**config.mk**
```make
export PLATFORM = sky130hd
export DESIGN_NAME = core_inst_dec
export DESIGN_NICKNAME = d
export VERILOG_FILES = /design/src/rtl/core_pkg.sv /design/src/rtl/sat_counter.sv /design/src/rtl/core_inst_dec.sv
export SDC_FILE = /design/constraint.sdc
export NUM_CORES = 1
export LEC_CHECK = 0
export ABC_AREA = 1
export CAP_MARGIN = 20
export CORE_MARGIN = 3
export CORE_UTILIZATION = 40
export DETAILED_ROUTE_END_ITERATION = 7
export PLACE_DENSITY = 0.76
export SLEW_MARGIN = 5
export SYNTH_ARGS = -nofsm -noshare
export SYNTH_HDL_FRONTEND = slang
export SYNTH_HIERARCHICAL = 1
export SYNTH_SLANG_ARGS = --single-unit
```
**constraint.sdc**
```tcl
create_clock -name clk -period 1.3 [get_ports clk]
set_input_delay 0.26 -clock clk [delete_from_list [all_inputs] [get_ports clk]]
set_output_delay 0.26 -clock clk [all_outputs]
set_load 0.01 [all_outputs]
```
**src/rtl/core_pkg.sv**
```systemverilog
// core_pkg: instruction field positions, phase encoding and error indices for the core instruction bus
package core_pkg;
  localparam int INST_W = 37;
  localparam int INST_LOAD = 0;
  localparam int INST_EXECUTE = 1;
  localparam int INST_L0_WR = 2;
  localparam int INST_L0_RD = 3;
  localparam int INST_IFIFO_RD = 4;
  localparam int INST_IFIFO_WR = 5;
  localparam int INST_OFIFO_RD = 6;
  localparam int A_XMEM_LSB = 7;
  localparam int A_XMEM_MSB = 17;
  localparam int INST_WEN_XMEM = 18;
  localparam int INST_CEN_XMEM = 19;
  localparam int A_PMEM_LSB = 20;
  localparam int A_PMEM_MSB = 30;
  localparam int INST_WEN_PMEM = 31;
  localparam int INST_CEN_PMEM = 32;
  localparam int INST_ACC = 33;
  localparam int INST_DATA_MODE = 34;
  localparam int INST_MODE = 35;
  localparam int INST_L0_RD_MODE = 36;
  localparam int ERR_LDEX = 0;
  localparam int ERR_L0 = 1;
  localparam int ERR_IFIFO = 2;
  localparam int ERR_GAP = 3;
  localparam int ERR_BURST = 4;
  localparam int ERR_W = 5;
  localparam logic [INST_W-1:0] INST_RST = (37'd1 << INST_CEN_PMEM) | (37'd1 << INST_WEN_PMEM) |
                                           (37'd1 << INST_CEN_XMEM) | (37'd1 << INST_WEN_XMEM);
  typedef enum logic [2:0] {PH_IDLE, PH_XWR, PH_PWR, PH_L0WR, PH_LOAD, PH_GAP, PH_EXEC} phase_e;
endpackage

```
**src/rtl/sat_counter.sv**
```systemverilog
// sat_counter: saturating up-counter; a clear that coincides with an increment restarts at 1
module sat_counter #(
  parameter int WIDTH = 8,
  parameter int MAX = 255
) (
  input  logic             clk,
  input  logic             rst,
  input  logic             clr,
  input  logic             inc,
  output logic [WIDTH-1:0] value
);
  logic [WIDTH-1:0] value_d, value_q;
  always_comb value_d = clr ? WIDTH'(inc) : (inc && value_q < WIDTH'(MAX)) ? value_q + 1'b1 : value_q;
  always_ff @(posedge clk) value_q <= rst ? '0 : value_d;
  assign value = value_q;
endmodule

```
**src/rtl/core_inst_dec.sv**
```systemverilog
// core_inst_dec: registers the core instruction word, tracks the kij pass phase and flags protocol errors
module core_inst_dec import core_pkg::*; #(
  parameter int row = 8,
  parameter int col = 8,
  parameter int addr_w = 11,
  parameter int gap_min = 10,
  parameter int cnt_w = 8
) (
  input  logic              clk,
  input  logic              reset,
  input  logic [INST_W-1:0] inst,
  output logic              l0_rd_mode_o,
  output logic              mode_o,
  output logic              data_mode_o,
  output logic              acc_o,
  output logic              cen_pmem_o,
  output logic              wen_pmem_o,
  output logic [addr_w-1:0] a_pmem_o,
  output logic              cen_xmem_o,
  output logic              wen_xmem_o,
  output logic [addr_w-1:0] a_xmem_o,
  output logic              ofifo_rd_o,
  output logic              ififo_wr_o,
  output logic              ififo_rd_o,
  output logic              l0_rd_o,
  output logic              l0_wr_o,
  output logic              execute_o,
  output logic              load_o,
  output logic [2:0]        phase,
  output logic [cnt_w-1:0]  load_cnt,
  output logic [cnt_w-1:0]  exec_cnt,
  output logic [ERR_W-1:0]  err
);
  logic [INST_W-1:0] inst_d, inst_q;
  phase_e phase_d, phase_q;
  logic [ERR_W-1:0] err_d, err_q;
  logic [cnt_w-1:0] gap_cnt;
  logic ld, ex, enter_load, enter_exec, leave_load;
  always_comb begin
    inst_d = inst;
    ld = inst_q[INST_LOAD];
    ex = inst_q[INST_EXECUTE];
    phase_d = ld ? PH_LOAD :
              ex ? PH_EXEC :
              inst_q[INST_L0_WR] ? PH_L0WR :
              !(inst_q[INST_CEN_PMEM] | inst_q[INST_WEN_PMEM]) ? PH_PWR :
              !(inst_q[INST_CEN_XMEM] | inst_q[INST_WEN_XMEM]) ? PH_XWR :
              (phase_q == PH_LOAD || phase_q == PH_GAP) ? PH_GAP : PH_IDLE;
    enter_load = ld && phase_q != PH_LOAD;
    enter_exec = phase_d == PH_EXEC && phase_q != PH_EXEC;
    leave_load = phase_q == PH_LOAD && phase_d != PH_LOAD;
    err_d = err_q;
    err_d[ERR_LDEX] = err_q[ERR_LDEX] | (ld & ex);
    err_d[ERR_L0] = err_q[ERR_L0] | (inst_q[INST_L0_RD] & inst_q[INST_L0_WR]);
    err_d[ERR_IFIFO] = err_q[ERR_IFIFO] | (inst_q[INST_IFIFO_RD] & inst_q[INST_IFIFO_WR]);
    // an execute straight out of LOAD has had no idle gap at all
    err_d[ERR_GAP] = err_q[ERR_GAP] |
                     (ex && (phase_q == PH_LOAD || (phase_q == PH_GAP && gap_cnt < cnt_w'(gap_min))));
    err_d[ERR_BURST] = err_q[ERR_BURST] | (leave_load && load_cnt != cnt_w'(row));
  end
  always_ff @(posedge clk) begin
    if (reset) begin
      inst_q <= INST_RST;
      phase_q <= PH_IDLE;
      err_q <= '0;
    end else begin
      inst_q <= inst_d;
      phase_q <= phase_d;
      err_q <= err_d;
    end
  end
  sat_counter #(.WIDTH(cnt_w), .MAX((1 << cnt_w) - 1)) u_load (
    .clk(clk), .rst(reset), .clr(enter_load), .inc(ld), .value(load_cnt)
  );
  sat_counter #(.WIDTH(cnt_w), .MAX((1 << cnt_w) - 1)) u_exec (
    .clk(clk), .rst(reset), .clr(enter_exec), .inc(ex && phase_d == PH_EXEC), .value(exec_cnt)
  );
  sat_counter #(.WIDTH(cnt_w), .MAX(gap_min)) u_gap (
    .clk(clk), .rst(reset), .clr(leave_load), .inc(phase_d == PH_GAP), .value(gap_cnt)
  );
  assign l0_rd_mode_o = inst_q[INST_L0_RD_MODE];
  assign mode_o = inst_q[INST_MODE];
  assign data_mode_o = inst_q[INST_DATA_MODE];
  assign acc_o = inst_q[INST_ACC];
  assign cen_pmem_o = inst_q[INST_CEN_PMEM];
  assign wen_pmem_o = inst_q[INST_WEN_PMEM];
  assign a_pmem_o = inst_q[A_PMEM_MSB:A_PMEM_LSB];
  assign cen_xmem_o = inst_q[INST_CEN_XMEM];
  assign wen_xmem_o = inst_q[INST_WEN_XMEM];
  assign a_xmem_o = inst_q[A_XMEM_MSB:A_XMEM_LSB];
  assign ofifo_rd_o = inst_q[INST_OFIFO_RD];
  assign ififo_wr_o = inst_q[INST_IFIFO_WR];
  assign ififo_rd_o = inst_q[INST_IFIFO_RD];
  assign l0_rd_o = inst_q[INST_L0_RD];
  assign l0_wr_o = inst_q[INST_L0_WR];
  assign execute_o = inst_q[INST_EXECUTE];
  assign load_o = inst_q[INST_LOAD];
  assign phase = phase_q;
  assign err = err_q;
endmodule

```
==> impl_metrics.ini, run 1 <==
[status]
outcome = finished with violations
failed_checks = setup timing

[worst_setup_path]
endpoint_kind = flop
worst_r2r_path_depth = 11
slowest_delay_ns = 0.37
slowest_stage = dfxtp_4
cp_data_required_time_ns = 1.54
cp_num_cells = 11
path_cells = inv_4, nor2_4, nor2_2, nor2_1, o21ai_1, nor2_1, nand3_2, nor2_4, nand3_1, nand2_1, nor2_1
startpoint_type = flop
path_class = flop to flop
rrSetupSlack_ns = -0.16
cp_top_family = simple AND/OR/NAND/NOR gates
path_max_fanout = 5
crit_top_cell = nor2_1
path_buf_inv = 1
crit_arrival_ns = 1.70
r2r_end = u_gap/value[2]$_SDFFE_PP0P_
cp-startpoint = phase[2]$_SDFF_PP0_
reg2reg_from = phase[2]$_SDFF_PP0_

[synth]
avgSynthCellArea_sq_um = 7.45
synth_cell_types = 28
async_reset_ff_share_pct = 0
ys_top_cells_by_area = dfxtp_1, nor2_1, inv_1, nand2_1, nand3_1
synth_fp_nets = 415
synth_most_common_cell = nor2_1
synth-edff-count = 0
netlist_top_cells_count = nor2_1, inv_1, dfxtp_1, nand2_1, nand3_1
yosysWarnings = 6
synth_top_area_cell = dfxtp_1
yosysSeqAreaShare_pct = 49.7
syn-cell-area_sq_um = 2780
yosysTopAreaCellShare_pct = 49.7
synthFlopType = dfxtp_1
synthCells = 373
ys_ff_latch = 69

[routing]
wl_met2_microns = 3120
firstDrtPassIters = 4
wl_per_cell_microns = 11.6
top_layer = met4
drt-met1-wl_microns = 2720
drc_errors = 0
antenna_left = 0
via_per_inst = 4.55
dr_wl_met3_microns = 858
wirelength_microns = 6780
vias = 2668
drt_iter0_markers = 139

[pwr]
power_frac_seq_pct = 50.6
internal_power_mw = 3.31
p_sw_share_pct = 25.6
power_density_nw_per_um2 = 1040
switching_power_mw = 1.14
peakVddDrop_mv = 0.672
clkPwrFrac_pct = 36.5
p_comb_share_pct = 12.9
p_leak_nw = 2.15
total_power_mw = 4.44

[min_path]
holdPathEnd = err[4]$_SDFF_PP0_
min_from = reset
hp-class = input pin to flop
hold_depth = 2

[finish]
seqCellArea_sq_um = 1410
finalNetCount = 548
finalInstanceArea_sq_um = 4290
drive_above_1_share_pct = 22.2
fin_cells = 587
multiInputGateArea_sq_um = 1150
post-route-util_pct = 65.6
areaGrowthSynthToFinish_pct = 54.2
num_antenna_cells = 0
fill_cells = 560

[sta]
worstMarginPinSlew_ns = 0.347
skew_ns = 0.00486
fin_ws_ns = -0.165
setup-violations-final = 11
maxSlewHeadroom_pct = 76.8
rsz0062_at_grt = yes
post-route-min-period_ns = 1.46
min_period_over_period_pct = 113
final-max-slew-violation-count = 0
fmax_ghz = 0.683
finalHoldViolCount = 0

[floorplan]
core_area_sq_um = 6530
fp.dieW_microns = 89.4
die_y_microns = 89.4
fp.dieArea_sq_um = 7980
row_count = 29
initial_core_util_pct = 42.5
ioPinCount = 100

[clocking]
cts_sinks = 69
cts_buffers = 9
clkTransAtPathRegs_ns = 0.08
cts.hold.buffers_added = 0
insertion_delay_ns = 0.34
cts_root_buf = clkbuf_8
cts_max_path_buffers = 2
cts_tree = yes
h-tree-depth = 3

[global_routing]
grt_pass1_vias = 2502
grt_max_degree = 22
grt-ovfl-total = 0
grt_first_pass_wirelength_microns = 10900
antenna_found_initial = 0
track_usage_pct = 17.8

[place]
dp_cells = 570
placed_cell_area_sq_um = 4070
io_buffers = 99
gp_congestion = 0.891
dp_hpwl_microns = 5090
place_worst_setup_slack_ns = -0.104

[run]
cap_violations = 0
## how the worst max path moves through the flow
stage | endpoint | slack (ns)
finish | u_gap/value[2]$_SDFFE_PP0P_ | -0.16
global route | u_gap/value[2]$_SDFFE_PP0P_ | -0.32
CTS | u_gap/value[2]$_SDFFE_PP0P_ | -0.11
detailed placement | u_gap/value[2]$_SDFFE_PP0P_ | -0.10
global placement | u_gap/value[2]$_SDFFE_PP0P_ | -0.07
floorplan | u_gap/value[2]$_SDFFE_PP0P_ | -0.02
## flip-flops by register name, summed over array words and instances (netlist names)
register	cells
err	5
inst_q	37
phase	3
u_exec/value	8
u_gap/value	8
u_load/value	8
## power groups by stage
stage	Combinational, mW	Clock [mW]	Sequential (mW)
after floorplan	0.185	0	2.33
final	0.575	1.62	2.25
after CTS	0.556	1.67	2.24
after detailed placement	0.598	0	2.29
after global routing	0.637	1.78	2.26
after global placement	0.588	0	2.29
## metrics by stage
step	TNS, ns	hold WS [ns]
2_1_floorplan	-0.0193	0.364
3_3_place_gp	-0.156	0.442
3_5_place_dp	-0.422	0.447
4_1_cts	-0.343	0.288
5_1_grt	-3.53	0.291
6_report	-0.705	0.296
## layout make-up
| type | instances | share of cell area, % |
|---|---|---|
| inverters | 78 | 7.01 |
| repair buffers | 129 | 26.9 |
| flip-flops and latches | 69 | 32.8 |
| clock buffers | 10 | 3.47 |
| clock inverters | 5 | 0.818 |
| multi-input cells | 219 | 26.7 |
| well taps | 77 | 2.25 |
## what timing repair did
item,CTS,global route
gates resized for setup,79,38
pin swaps,3,9
setup buffers,1,2
endpoints found under the setup margin,76,39
## routing by layer
metal  track usage [%]  vias to the layer above
li1                  -                     1382
met1              20.1                     1167
met2              28.2                      113
met3              9.86                        6
met4              6.90                        0
met5                 0                        -
## layout by cell type (no fill, tap or decap), drive strengths merged, types with 2 or more instances in the layout
cell	n
a21oi	18
buf	33
clkbuf	11
clkdlybuf4s15	8
clkdlybuf4s50	37
clkinv	4
dfxtp	69
dlygate4sd2	50
ha	3
inv	78
nand2	54
nand3	20
nand3b	2
nand4	5
nor2	98
nor3b	2
o21ai	6
or2	5
xor2	2
## cells by family after synthesis
kind of cell / after synthesis / synth area share (%)
buf+inv: 85 / 11.8
flops: 69 / 49.7
fa+ha+maj: 3 / 1.35
xor+xnor: 2 / 0.630
simple gates: 187 / 31.3
compound gates: 27 / 5.22
Note: power is estimated with default switching activity, not from simulation.
==> run 2, diff against run 1 <==
Settings changed: PLACE_DENSITY 0.76 to 0.74.
==> impl_metrics.ini, run 2 (synthesis gave the netlist of run 1 again) <==
[clocking]
h-tree-depth = 3
clkTransAtPathRegs_ns = 0.07
cts_tree = yes
cts_sinks = 69
cts_max_path_buffers = 2
cts_buffers = 9
cts_root_buf = clkbuf_8
insertion_delay_ns = 0.33

[min_path]
holdPathEnd = err[4]$_SDFF_PP0_
hold_depth = 2
min_from = reset
hp-class = input pin to flop

[global_routing]
top_usage_layer = met2
grt_use_met1_pct = 18.7
grt_pass1_vias = 2537
grt-ovfl-total = 0
grt_first_pass_wirelength_microns = 11000
use_met2_pct = 29.9
antenna_found_initial = 0
use_met3_pct = 10.8
grt_max_degree = 20
track_usage_pct = 17.9

[floorplan]
fp.dieArea_sq_um = 7980
row_count = 29
initial_core_util_pct = 42.5
die_y_microns = 89.4
fp.dieW_microns = 89.4
ioPinCount = 100
core_area_sq_um = 6530

[sta]
setup-violations-final = 10
finalHoldViolCount = 0
min_period_over_period_pct = 117
fmax_ghz = 0.656
post-route-min-period_ns = 1.52
skew_ns = 0.00861
rsz0062_at_grt = yes
maxSlewHeadroom_pct = 77.1
final-max-slew-violation-count = 0
worstMarginPinSlew_ns = 0.343
fin_ws_ns = -0.224

[finish]
layout_commonest_cell = nor2_1
post-route-util_pct = 65.4
largest_register_ffs = 37
finalNetCount = 548
drive_above_1_share_pct = 21.5
mostFrequentLayoutCells = nor2_1, inv_1, dfxtp_1
areaGrowthSynthToFinish_pct = 53.8
top_register = inst_q
num_antenna_cells = 0

[pwr]
power_density_nw_per_um2 = 1090
total_power_mw = 4.66
p_leak_nw = 2.17
peakVddDrop_mv = 0.854

[worst_setup_path]
path_buf_inv = 1
path_cells = inv_2, nand2_2, nor2_2, a31oi_1, nor2_1, nand3_2, nor2_4, nand3_1, nand2_1, nor2_1
cp_data_required_time_ns = 1.52
slowest_delay_ns = 0.34
crit_top_cell = nor2_1
path_class = flop to flop
crit_arrival_ns = 1.74
path_max_fanout = 5
startpoint_type = flop
cp_top_family = simple AND/OR/NAND/NOR gates
endpoint_kind = flop
r2r_end = u_gap/value[2]$_SDFFE_PP0P_
rrSetupSlack_ns = -0.22
slowest_stage = dfxtp_2
worst_r2r_path_depth = 10
reg2reg_from = phase[1]$_SDFF_PP0_

[status]
outcome = finished with violations
failed_checks = setup timing

[routing]
drc_errors = 0
drt_iter0_markers = 153
vias = 2662
via_per_inst = 4.53
wirelength_microns = 6680
wl_per_cell_microns = 11.4
antenna_left = 0
firstDrtPassIters = 5

[run]
cap_violations = 0

[place]
dp_hpwl_microns = 5120
io_buffers = 99
gp_congestion = 0.866
## run 2: changes by cell type in the layout (fill, tap and decap cells not counted), sizes merged
| cell | change |
|---|---|
| buf | +2 |
| bufinv | +1 |
| clkbuf | +3 |
| clkdlybuf4s15 | -7 |
| clkinv | -3 |
| clkinvlp | +1 |
| dlygate4sd2 | +4 |
## run 2: how the worst max path moves through the flow
stage,startpoint,end,slack (ns),cells past startpoint
floorplan,inst_q[31]$_SDFF_PP1_,u_gap/value[2]$_SDFFE_PP0P_,-0.02,9
global placement,phase[2]$_SDFF_PP0_,u_gap/value[2]$_SDFFE_PP0P_,-0.07,11
detailed placement,inst_q[19]$_SDFF_PP1_,u_gap/value[2]$_SDFFE_PP0P_,-0.13,10
CTS,phase[2]$_SDFF_PP0_,u_gap/value[2]$_SDFFE_PP0P_,-0.13,11
global route,phase[2]$_SDFF_PP0_,u_gap/value[0]$_SDFFE_PP0P_,-0.31,11
finish,phase[1]$_SDFF_PP0_,u_gap/value[2]$_SDFFE_PP0P_,-0.22,10
## run 2: final cells by class
cell class                 count  area [sq um]
sequential                    69          1410
fill                         582          2260
tap                           77          96.3
clock inverter                 4          53.8
clock buffer                  12           166
multi-input combinational    219          1140
timing repair buffer         129          1120
inverter                      78           293
## run 2: power breakdown
part           switching [mW]  internal (mW)  leakage (nW)
Sequential             0.0440           2.20         0.572
Clock                   0.796           1.06         0.104
Combinational           0.261          0.301          1.50
Total                    1.10           3.56          2.17
## run 2: metrics by stage
stage / setup TNS, ns / setup slack [ns] / instance area (sq um) / instances / hold WS, ns
final: -0.878 / -0.224 / 4270 / 588 / 0.306
after global routing: -2.76 / -0.308 / 4270 / 588 / 0.316
after CTS: -0.978 / -0.133 / 4240 / 588 / 0.297
after detailed placement: -0.800 / -0.131 / 4050 / 570 / 0.455
after global placement: -0.146 / -0.0740 / 4050 / 570 / 0.441
after floorplan: -0.0193 / -0.0193 / 2790 / 373 / 0.364
## run 2: metal layers
metal,part of all wire [%],wire [microns]
met1,39,2620
met2,49,3240
met3,11,765
met4,0.82,55
met5,0,0
## run 2: what timing repair did
item                       CTS  global route
pin swaps                    0             5
buffers inserted             2             0
hold buffers                 0             0
resized for setup           84            25
setup endpoints to repair   76            31
